### src/rtl/psg_pkg.sv
`default_nettype none
// ============================================================================
// Module   : psg_pkg
// Brief    : Shared defaults and drain-FSM state encoding for the PSG write
//            queue (psg_wr_queue / psg_fifo).
// Revision : 1.0 - initial release
// ============================================================================
package psg_pkg;

  // Default FIFO depth (entries) and minimum strobe-to-strobe spacing (cycles)
  localparam int unsigned C_DEPTH_DEF    = 8;
  localparam int unsigned C_HOLD_CYC_DEF = 32;

  // Hold counter width; HOLD_CYC tops out at 255
  localparam int unsigned C_CNT_W = 8;

  // Drain FSM states
  typedef enum logic [1:0] {
    IDLE  = 2'd0,
    ISSUE = 2'd1,
    HOLD  = 2'd2
  } psg_state_e;

endpackage
`default_nettype wire

### src/rtl/psg_fifo.sv
`default_nettype none
// ============================================================================
// Module   : psg_fifo
// Brief    : DEPTH x WIDTH synchronous FIFO with show-ahead head, full/empty
//            flags and occupancy count. DEPTH must be a power of two so the
//            pointers wrap naturally.
// Revision : 1.0 - initial release
// ============================================================================
module psg_fifo import psg_pkg::*; #(
  parameter int unsigned DEPTH = C_DEPTH_DEF,
  parameter int unsigned WIDTH = 8
) (
  input  logic                      cpuclk,
  input  logic                      reset,
  input  logic                      push_i,
  input  logic [WIDTH-1:0]          din_i,
  input  logic                      pop_i,
  output logic [WIDTH-1:0]          dout_o,
  output logic                      full_o,
  output logic                      empty_o,
  output logic [$clog2(DEPTH):0]    count_o
);

  localparam int unsigned AW = $clog2(DEPTH);

  logic [WIDTH-1:0] mem_q [DEPTH];
  logic [AW-1:0]    wptr_q;
  logic [AW-1:0]    rptr_q;
  logic [AW:0]      count_q;

  // Storage write; contents need no reset because count_q gates visibility
  always_ff @(posedge cpuclk) begin
    if (push_i) begin
      mem_q[wptr_q] <= din_i;
    end
  end

  // Pointer and occupancy bookkeeping; push+pop together leaves count alone
  always_ff @(posedge cpuclk or posedge reset) begin
    if (reset) begin
      wptr_q  <= '0;
      rptr_q  <= '0;
      count_q <= '0;
    end else begin
      if (push_i) begin
        wptr_q <= wptr_q + AW'(1);
      end
      if (pop_i) begin
        rptr_q <= rptr_q + AW'(1);
      end
      if (push_i && !pop_i) begin
        count_q <= count_q + (AW+1)'(1);
      end else if (pop_i && !push_i) begin
        count_q <= count_q - (AW+1)'(1);
      end
    end
  end

  assign dout_o  = mem_q[rptr_q];
  assign full_o  = (count_q == (AW+1)'(DEPTH));
  assign empty_o = (count_q == '0);
  assign count_o = count_q;

endmodule
`default_nettype wire

### src/rtl/psg_wr_queue.sv
`default_nettype none
// ============================================================================
// Module   : psg_wr_queue
// Brief    : Buffers CPU writes to the PSG port and replays them to the sound
//            generator as one-cycle strobes spaced at least HOLD_CYC cycles
//            apart. Stalls the CPU only when the FIFO is full and no slot is
//            being freed in the same cycle.
// Revision : 1.0 - initial release
// ============================================================================
module psg_wr_queue import psg_pkg::*; #(
  parameter int unsigned DEPTH    = C_DEPTH_DEF,
  parameter int unsigned HOLD_CYC = C_HOLD_CYC_DEF
) (
  input  logic                      cpuclk,
  input  logic                      reset,
  input  logic                      cpu_cs,
  input  logic                      cpu_wr,
  input  logic [7:0]                cpu_din,
  output logic                      cpu_wait,
  output logic                      psg_ce,
  output logic                      psg_we,
  output logic [7:0]                psg_data,
  output logic [$clog2(DEPTH):0]    level,
  output logic                      busy
);

  // HOLD is entered one cycle after the strobe and the FSM spends one cycle
  // in IDLE before the next pop, so HOLD covers HOLD_CYC-2 cycles.
  localparam logic [C_CNT_W-1:0] C_HOLD_LOAD = C_CNT_W'(HOLD_CYC - 2);

  logic                   req;
  logic                   push;
  logic                   pop;
  logic                   fifo_full;
  logic                   fifo_empty;
  logic [7:0]             fifo_head;

  logic                   taken_q;
  logic                   taken_d;
  psg_state_e             state_q;
  logic [C_CNT_W-1:0]     cnt_q;
  logic                   psg_ce_q;
  logic [7:0]             psg_data_q;

  psg_fifo #(
    .DEPTH (DEPTH),
    .WIDTH (8)
  ) u_fifo (
    .cpuclk  (cpuclk),
    .reset   (reset),
    .push_i  (push),
    .din_i   (cpu_din),
    .pop_i   (pop),
    .dout_o  (fifo_head),
    .full_o  (fifo_full),
    .empty_o (fifo_empty),
    .count_o (level)
  );

  // A level strobe is accepted once; a full FIFO still accepts if the head
  // leaves at the same edge.
  assign req      = cpu_cs & cpu_wr;
  assign pop      = (state_q == IDLE) & ~fifo_empty;
  assign push     = req & ~taken_q & (~fifo_full | pop);
  assign cpu_wait = req & ~taken_q & fifo_full & ~pop;

  // Acceptance flag: set on push, cleared the first cycle the strobe is low
  always_comb begin
    taken_d = taken_q;
    if (push) begin
      taken_d = 1'b1;
    end else if (!req) begin
      taken_d = 1'b0;
    end
  end

  // Register the acceptance flag
  always_ff @(posedge cpuclk or posedge reset) begin
    if (reset) begin
      taken_q <= 1'b0;
    end else begin
      taken_q <= taken_d;
    end
  end

  // Drain FSM: pop head, strobe one cycle, then hold off before next pop
  always_ff @(posedge cpuclk or posedge reset) begin
    if (reset) begin
      state_q    <= IDLE;
      cnt_q      <= '0;
      psg_ce_q   <= 1'b0;
      psg_data_q <= '0;
    end else begin
      case (state_q)
        IDLE: begin
          if (pop) begin
            psg_data_q <= fifo_head;
            psg_ce_q   <= 1'b1;
            state_q    <= ISSUE;
          end
        end
        ISSUE: begin
          psg_ce_q <= 1'b0;
          cnt_q    <= C_HOLD_LOAD;
          state_q  <= HOLD;
        end
        HOLD: begin
          // Leave as the counter reaches zero; a zero load exits at once
          if (cnt_q <= C_CNT_W'(1)) begin
            cnt_q   <= '0;
            state_q <= IDLE;
          end else begin
            cnt_q <= cnt_q - C_CNT_W'(1);
          end
        end
        default: begin
          psg_ce_q <= 1'b0;
          cnt_q    <= '0;
          state_q  <= IDLE;
        end
      endcase
    end
  end

  assign psg_ce   = psg_ce_q;
  assign psg_we   = psg_ce_q;
  assign psg_data = psg_data_q;
  assign busy     = ~fifo_empty | (state_q != IDLE);

endmodule
`default_nettype wire

### config.mk
export PLATFORM = sky130hd
export DESIGN_NAME = psg_wr_queue
export DESIGN_NICKNAME = d
export VERILOG_FILES = /design/src/rtl/psg_pkg.sv /design/src/rtl/psg_fifo.sv /design/src/rtl/psg_wr_queue.sv
export SDC_FILE = /design/constraint.sdc
export NUM_CORES = 1
export LEC_CHECK = 0
export ABC_AREA = 0
export ABC_CLOCK_PERIOD_IN_PS = 4650
export CAP_MARGIN = 0
export CORE_MARGIN = 8
export CORE_UTILIZATION = 40
export DETAILED_ROUTE_END_ITERATION = 12
export SYNTH_ARGS = -nofsm -noshare
export SYNTH_HDL_FRONTEND = slang
export SYNTH_SLANG_ARGS = --single-unit
### constraint.sdc
create_clock -name cpuclk -period 4.65 [get_ports cpuclk]
set_input_delay 0.6975 -clock cpuclk [delete_from_list [all_inputs] [get_ports cpuclk]]
set_output_delay 0.6975 -clock cpuclk [all_outputs]
set_load 0.01 [all_outputs]
# After elaboration in Yosys (flattened, before gate mapping)

Memory sizes are Yosys's and may differ from the RTL's. A register that Yosys moved wholly into a read port is not among the register bits.
Index checks and enable logic that the tools add are counted.

Add/subtract/negate cells: 5
Order comparisons: 1
Equal/unequal tests: 6
Mux-type cells: 13
Bitwise logic cells: 13
Reduce and logical (&&, ||, !) cells: 11

Operators with widths:

| operator                                              | number |
|---|---|
| case mux 8 bit (3 select lines)                       | 1 |
| <= comparator 8 x 1 -> 1 bit, second input constant   | 1 |
| two-way mux 4 bit                                     | 2 |
| two-way mux 8 bit                                     | 1 |
| subtractor 8 x 1 -> 8 bit, second input constant      | 1 |
| adder 3 x 1 -> 3 bit, second input constant           | 2 |
| bitwise AND 1 bit                                     | 6 |
| case mux 2 bit (3 select lines)                       | 1 |
| AND reduction 2 bit                                   | 3 |
| two-way mux 1 bit                                     | 5 |
| NOT 1 bit                                             | 5 |
| adder 4 x 1 -> 4 bit, second input constant           | 1 |
| == test 4 bit, second input constant                  | 1 |
| zero test 4 bit                                       | 1 |
| two-way mux 2 bit                                     | 2 |
| inequality test 2 bit, second input constant          | 2 |
| nonzero test 2 bit                                    | 2 |
| subtractor 4 x 1 -> 4 bit, second input constant      | 1 |
| == test 2 x 1 -> 1 bit, second input constant         | 1 |
| == test 2 bit, second input constant                  | 1 |
| logical AND 1 bit                                     | 2 |
| zero test 1 bit                                       | 2 |
| zero test 2 bit                                       | 1 |
| inequality test 2 x 1 -> 1 bit, second input constant | 1 |
| 2 further kinds                                       | 3 |

Register bits: 22
Bits in writable memories: 64
Bits of input ports: 12
Word-level logic and storage cells: 57
Memories: 1

Memory list:

| name         | words | bits a word | rd ports | clocked after memory_dff | write ports | RTL line       | source |
|---|---|---|---|---|---|---|---|
| u_fifo.mem_q | 8     | 8           | 1        | 1                        | 1           | psg_fifo.sv:26 | `logic [WIDTH-1:0] mem_q [DEPTH];` |

# Depth between registers and ports, before layout

Gate-level depths: netlist of run 1.

Depth after elaboration: 9
Depth in mapped cells: 11
Mapped depth without buffers: 11

# By module

From an unflattened synthesis of run 1, not the netlist that was laid out.

Cells, all modules: 278
Area, all modules: 4,164.0 µm²

Modules (own cells, without submodules):

| module       | instances | cells each | area each (µm²) | sequential area each (µm²) |
|---|---|---|---|---|
| psg_fifo     | 1         | 154        | 3,088.0         | 2,172.1 |
| psg_wr_queue | 1         | 124        | 1,076.0         | 500.5 |

# Worst setup path after synthesis of run 1

Ideal clock, no wire load.

Kind: register to register
From: register state_q[0]
To: register u_fifo.count_q[3], in the netlist u_fifo.count_o[3]
Setup time: 136 ps
Arrival: 2,381 ps
Required time: 4,514 ps
Path slack: 2,133 ps
Stages on the path, launching flop included: 11
Path buffers: 0
Path through: dfrtp_1 -> inv_1 -> ha_1 -> nor4_2 -> a211oi_4 -> ha_1 -> inv_1 -> ha_1 -> a21o_1 -> a2111oi_0 -> o31ai_1

Word-level cells in the longest chain between the ends: 7
Elaborated cells on any way between the ends: 10

RTL lines:

| item                                | RTL line            | source |
|---|---|---|
| from (decl)                         | psg_wr_queue.sv:40  | `psg_state_e state_q;` |
| from (signal assigned)              | psg_wr_queue.sv:89  | `state_q <= IDLE;` |
| from (signal assigned)              | psg_wr_queue.sv:99  | `state_q <= ISSUE;` |
| from (signal assigned)              | psg_wr_queue.sv:105 | `state_q <= HOLD;` |
| zero test 2 bit (*)                 | psg_wr_queue.sv:63  | `assign pop = (state_q == IDLE) & ~fifo_empty;` |
| bitwise AND 1 bit (*)               | psg_wr_queue.sv:63  |  |
| bitwise OR 1 bit (*)                | psg_wr_queue.sv:64  | `assign push = req & ~taken_q & (~fifo_full \| pop);` |
| bitwise AND 1 bit (*)               | psg_wr_queue.sv:64  |  |
| net push                            | psg_wr_queue.sv:32  | `logic push;` |
| zero test 1 bit                     | psg_fifo.sv:53      | `end else if (pop_i && !push_i) begin` |
| logical AND 1 bit                   | psg_fifo.sv:53      |  |
| nonzero test 2 bit (no source line) | -                   |  |
| to (signal assigned)                | psg_fifo.sv:52      | `count_q <= count_q + (AW+1)'(1);` |
| to (signal assigned)                | psg_fifo.sv:54      | `count_q <= count_q - (AW+1)'(1);` |
| to (decl)                           | psg_fifo.sv:29      | `logic [AW:0] count_q;` |

The timed path passes the listed nets; every way through them passes the cells marked *.
A chain may end at the register's enable or synchronous reset.

# Worst setup path in the final report of run 1

From: register state_q[0]
To: output cpu_wait

Word-level cells in the longest chain between the ends: 4

RTL lines:

| item              | RTL line           | source |
|---|---|---|
| zero test 2 bit   | psg_wr_queue.sv:63 |  |
| bitwise AND 1 bit | psg_wr_queue.sv:63 |  |
| NOT 1 bit         | psg_wr_queue.sv:65 | `assign cpu_wait = req & ~taken_q & fifo_full & ~pop;` |
| bitwise AND 1 bit | psg_wr_queue.sv:65 |  |
| to (decl)         | psg_wr_queue.sv:19 | `output logic cpu_wait,` |

Every way passes these cells.

==> results of run 1 <==
state kept, by name (all words and copies together) (netlist names):
register / count
u_fifo.mem_q: 64
cnt_q: 8
psg_data: 8
u_fifo.count_o: 4
u_fifo.rptr_q: 3
u_fifo.wptr_q: 3
state_q: 2
psg_ce: 1
taken_q: 1
worst max-delay path, delay by kind of cell (launching register included):
family	cells	cell delay (ns)
AND/OR/NAND/NOR	3	0.77
buffers and inverters	2	0.63
adder cells (fa/ha/maj)	1	0.37
flip-flops	1	0.36
metal layers:
layer	part of all wire	global-route usage
met5	0	0
met4	0.0083	0.0333
met3	0.042	0.0388
met2	0.48	0.190
met1	0.47	0.136
power groups by stage:
stage | Combinational, W | Clock (W) | Sequential, W
2_1_floorplan | 0.000729 | 0 | 0.00119
3_3_place_gp | 0.000909 | 0 | 0.00127
3_5_place_dp | 0.000926 | 0 | 0.00127
4_1_cts | 0.000929 | 0.000526 | 0.00125
5_1_grt | 0.00102 | 0.000561 | 0.00128
6_report | 0.000911 | 0.000516 | 0.00125
worst paths after layout:
kind / from / end / slack [ns] / depth (start not counted)
hold reg to reg: psg_data[7] / psg_data[7] / 0.50 / 2
min in group asynchronous: reset / psg_ce / 0.73 / 3
setup reg to reg: state_q[0] / u_fifo.count_o[3] / 1.52 / 9
hold / removal: psg_data[7] / psg_data[7] / 0.50 / 2
max in group asynchronous: reset / u_fifo.wptr_q[1] / 3.62 / 3
setup / recovery: state_q[0] / cpu_wait / 1.47 / 6
synth_stat cells, types with 2 or more instances:
| library cell | n |
|---|---|
| ha_1 | 10 |
| nand2_1 | 21 |
| mux2i_1 | 9 |
| xnor2_1 | 4 |
| a31o_2 | 2 |
| a31oi_1 | 2 |
| nor4_1 | 2 |
| nand2b_1 | 5 |
| mux2_2 | 2 |
| nor3_1 | 5 |
| mux4_1 | 15 |
| xor2_1 | 5 |
| inv_1 | 11 |
| a21oi_1 | 5 |
| buf_2 | 6 |
| o21ai_0 | 12 |
| edfxtp_1 | 64 |
| dfrtp_1 | 30 |
| and3_1 | 2 |
| nor4_2 | 2 |
| nor2_1 | 17 |
through the flow:
stage               area [um^2]  instances  hold WS, ns
CTS                        4620        423        0.503
detailed placement         4430        407        0.478
finish                     4620        423        0.496
global placement           4430        407        0.480
floorplan                  4050        254        0.480
global route               4620        423        0.535
final cells by class:
class                   instances  area share
clock inverters                 7      0.0130
multi-input cells             139       0.273
well taps                     133      0.0360
inverters                      11     0.00894
clock buffers                   9      0.0268
repair buffers                 30      0.0634
flip-flops and latches         94       0.579
cells by family after synthesis:
logic type | after synthesis | share of synthesized area
flops | 94 | 0.660
fa+ha+maj | 11 | 0.0359
compound gates | 30 | 0.0498
mux | 28 | 0.134
buf+inv | 21 | 0.0281
simple gates | 61 | 0.0730
xor+xnor | 9 | 0.0195
==> metrics.txt, run 1 <==
htree depth=3; GRT Total Usage=0.113; area used by multi-input combinational logic=1260 um^2; DR pass1 iterations=4; post-cts sizing count=0; critical path fanouts, max=13; Setup violations, final=0; I/O pin cnt=28; post-synthesis register bit count=94; Post-Syn Area=4050 um^2; CP Cell Sequence=inv_1 > ha_1 > nor4_2 > nand2_1 > nor3_1 > clkdlybuf4s50_1; number of max-cap violations=0; clock slew seen by the registers of the worst setup and hold paths=0.10 ns; Placer Congestion=0.731; ANT nets after route=0; die span in x=117 um; Async S/R FF share, synth=0.319; # fillers=892; Syn. warnings=0; DRT Wirelength=7100 um; Slew Limit Fails=0; Pleak=1.71 nW; crit path time final=3.18 ns; largest net degree at the start of global routing=31; Setup TNS=0 ns; critical path data arrival time=2.49 ns; CTS Buf Count=9; Die Area=13600 um^2; min-delay worst type=flip-flop to flip-flop; total gr overflow=0; via count=2122; vias per cell=5.02; Layout Utilization=0.470; Placement Rows=36; most frequent cells in the layout=edfxtp_1 (64), dfrtp_1 (30), clkdlybuf4s50_1 (27); Worst-Margin Slew=0.948 ns; DIE HEIGHT=117 um; 1st-iter DRT viols=133; CTS sink cnt=94; PD cells=579 nW/um^2; Max Root-Sink Buffers=2; Residual DRC=0; Clk pwr share=0.193; final hold vios=0; CP max stage cell=clkdlybuf4s50_1; internal power=0.00174 W; commonest non-fill, non-tap cell in the layout=edfxtp_1; syn_area_per_cell=15.9 um^2; Setup crit start kind=flip-flop; biggest area consumer among synthesized cells=edfxtp_1; prevailing post-synth register cell=edfxtp_1; drt wl/cell=16.8 um; Tot Pwr=0.00268 W; CP Class=flip-flop to output pin; first-pass GRT wire length=11500 um; Post-CTS Setup Bufs=0; CTS tree=done; Antenna Cells=0; Post-Syn Instances=254; Nets=308; syn_nets=277; Synth top area share=0.475; worst vdd ir=0.210 mV; layout cell share with drive strength beyond 1=0.0966; Net Switching=0.000933 W; CTS Hold Bufs=0; Place WS=1.49 ns; register share of total power=0.467; Root Buffer=clkbuf_8; critical path endpoint category=output pin; antenna violations before repair=0; RSZ-0062 raised after global routing=no; Required @ worst endpoint=3.95 ns; status=completed; Rel. slew slack=0.368; crit path setup slack, layout=1.47 ns; Final Cycle Share=0.685; Layout area overhead=14.1%; EDFF count, synth=64; Seq/Total Area, Yosys=0.660; Max Fclk=314 MHz; synth top area cells=edfxtp_1 (47%), dfrtp_1 (19%), mux4_1 (9.7%); Worst-Skew Late Latency=0.37 ns; HPWL after DPL=4540 um; Seq. cell area=2670 um^2; Placeable Area=9820 um^2; Comb power frac=0.341; Setup Skew=0.0217 ns; Sw Ratio=0.349; Initial Util=0.412; max incr delay on CP=0.56 ns; count of input and output buffers=27; count of different cell masters after synthesis=44; vias in the first global route=2191
Note: power is estimated with default switching activity, not from simulation.
==> run 2: changes to the inputs <==
ABC_CLOCK_PERIOD_IN_PS = 3000   (was 4650)
clock period = 3 ns   (was 4.65 ns; I/O delays follow)
==> metrics.txt, run 2 (same netlist as run 1, synthesis figures left out) <==
Placeable Area=9820 um^2; crit-path leading delay family=simple AND/OR/NAND/NOR gates; Worst R2R End=u_fifo.count_o[3]; critical path fanouts, max=3; Pleak=1.78 nW; worst vdd ir=0.303 mV; first-pass GRT wire length=11500 um; PD cells=889 nW/um^2; CTS Buf Count=9; number of max-cap violations=0; CP Class=flip-flop to output pin; HPWL after DPL=4780 um; largest net degree at the start of global routing=31; CP Cell Sequence=inv_1 > ha_1 > nor4_2 > nand2_1 > nor3_1 > clkdlybuf4s50_1; Design Area, Final=4710 um^2; Rel. slew slack=0.389; critical path data arrival time=2.29 ns; CTS tree=done; internal power=0.00274 W; area used by multi-input combinational logic=1260 um^2; Required @ worst endpoint=2.55 ns; Initial Util=0.412; DRT Wirelength=7000 um; Comb power frac=0.348; max incr delay on CP=0.56 ns; Setup violations, final=0; DIE HEIGHT=117 um; Worst-Skew Late Latency=0.35 ns; Placer Congestion=0.760; Setup crit start kind=flip-flop; drt wl/cell=16.1 um; critical path endpoint category=output pin; placed cell area=4520 um^2; Setup Skew=0.00834 ns; CP max stage cell=clkdlybuf4s50_1; register share of total power=0.462; Max Fclk=365 MHz; CTS Hold Bufs=0; Root Buffer=clkbuf_8; RSZ-0062 raised after global routing=no; post-cts sizing count=0; I/O pin cnt=28; Die Area=13600 um^2; Residual DRC=0; Worst path depth=6; layout cell share with drive strength beyond 1=0.132; CTS sink cnt=94; min-delay worst type=input pin to async pin; total gr overflow=0; 1st-iter DRT viols=142; Sw Ratio=0.347; most frequent cells in the layout=edfxtp_1 (64), dfrtp_1 (30), clkdlybuf4s50_1 (27); Post-CTS Setup Bufs=0; Max Root-Sink Buffers=2; CP bufs+invs=2; die span in x=117 um; Setup TNS=0 ns; Crit. Startpoint=state_q[0]; count of input and output buffers=27; via count=2173; status=completed; Antenna Cells=0; Net Switching=0.00145 W; Nets=320; Final Cycle Share=0.914; vias in the first global route=2231; Worst-Margin Slew=0.917 ns; Reg2Reg Launch Point=state_q[0]; final hold vios=0; clock slew seen by the registers of the worst setup and hold paths=0.10 ns; htree depth=3; DR pass1 iterations=4; crit path time final=2.74 ns; Slew Limit Fails=0; ANT nets after route=0; FF-to-FF path depth=10; reg-to-reg setup timing slack=0.30 ns; Seq. cell area=2670 um^2; Layout area overhead=16.4%; Reg with most FFs=u_fifo.mem_q; vias per cell=5.00; commonest non-fill, non-tap cell in the layout=edfxtp_1; antenna violations before repair=0; Clk pwr share=0.190; max reg flops=64; Placement Rows=36; GRT Total Usage=0.113; # fillers=878; Setup crit end=cpu_wait
run 2: cell count changes in the layout (fill, tap and decap cells not counted):
cell / before / now
buf_4: 3 / 15
clkinv_8: 0 / 1
inv_8: 1 / 0
run 2: stage by stage:
stage,util,hold slack (ns),std cells,setup slack [ns],power (W)
after floorplan,-,0.480,254,0.483,0.00297
after global placement,0.461,0.469,419,0.316,0.00342
after detailed placement,0.461,0.475,419,0.215,0.00345
after CTS,0.480,0.489,435,0.212,0.00424
after global routing,0.480,0.504,435,0.0134,0.00451
final,0.480,0.480,435,0.257,0.00419
run 2: worst min-delay path by stage:
stage	slack (ns)	endpoint	cells past startpoint	startpoint
floorplan	0.48	u_fifo.wptr_q[0]	1	u_fifo.wptr_q[0]
global placement	0.47	psg_data[3]	2	psg_data[3]
detailed placement	0.48	psg_data[4]	2	psg_data[4]
CTS	0.49	psg_data[0]	3	reset
global route	0.50	state_q[1]	3	reset
finish	0.48	psg_ce	3	reset
run 2: area by class of cell:
| cell class | instances | area share |
|---|---|---|
| Tap cell | 133 | 0.0353 |
| Multi-Input combinational cell | 139 | 0.268 |
| Inverter | 11 | 0.00876 |
| Timing Repair Buffer | 42 | 0.0812 |
| Sequential cell | 94 | 0.567 |
| Clock inverter | 7 | 0.0138 |
| Clock buffer | 9 | 0.0263 |
run 2: power groups by stage:
stage | sequential [W] | combinational (W) | clock, W
final | 0.00193 | 0.00146 | 0.000797
after detailed placement | 0.00197 | 0.00148 | 0
after CTS | 0.00194 | 0.00148 | 0.000822
after global routing | 0.00199 | 0.00165 | 0.000864
after floorplan | 0.00184 | 0.00113 | 0
after global placement | 0.00197 | 0.00145 | 0
run 2: worst min-delay path: cells and delay by family:
family,cells,cell delay (ns)
buffers and inverters,3,0.81
run 2: layer usage:
metal  track usage  vias to the layer above  wire, um
li1              -                     1054         -
met3        0.0248                       12       200
met5             0                        -         0
met2         0.178                       32      3260
met4        0.0512                        0       144
met1         0.147                     1075      3400
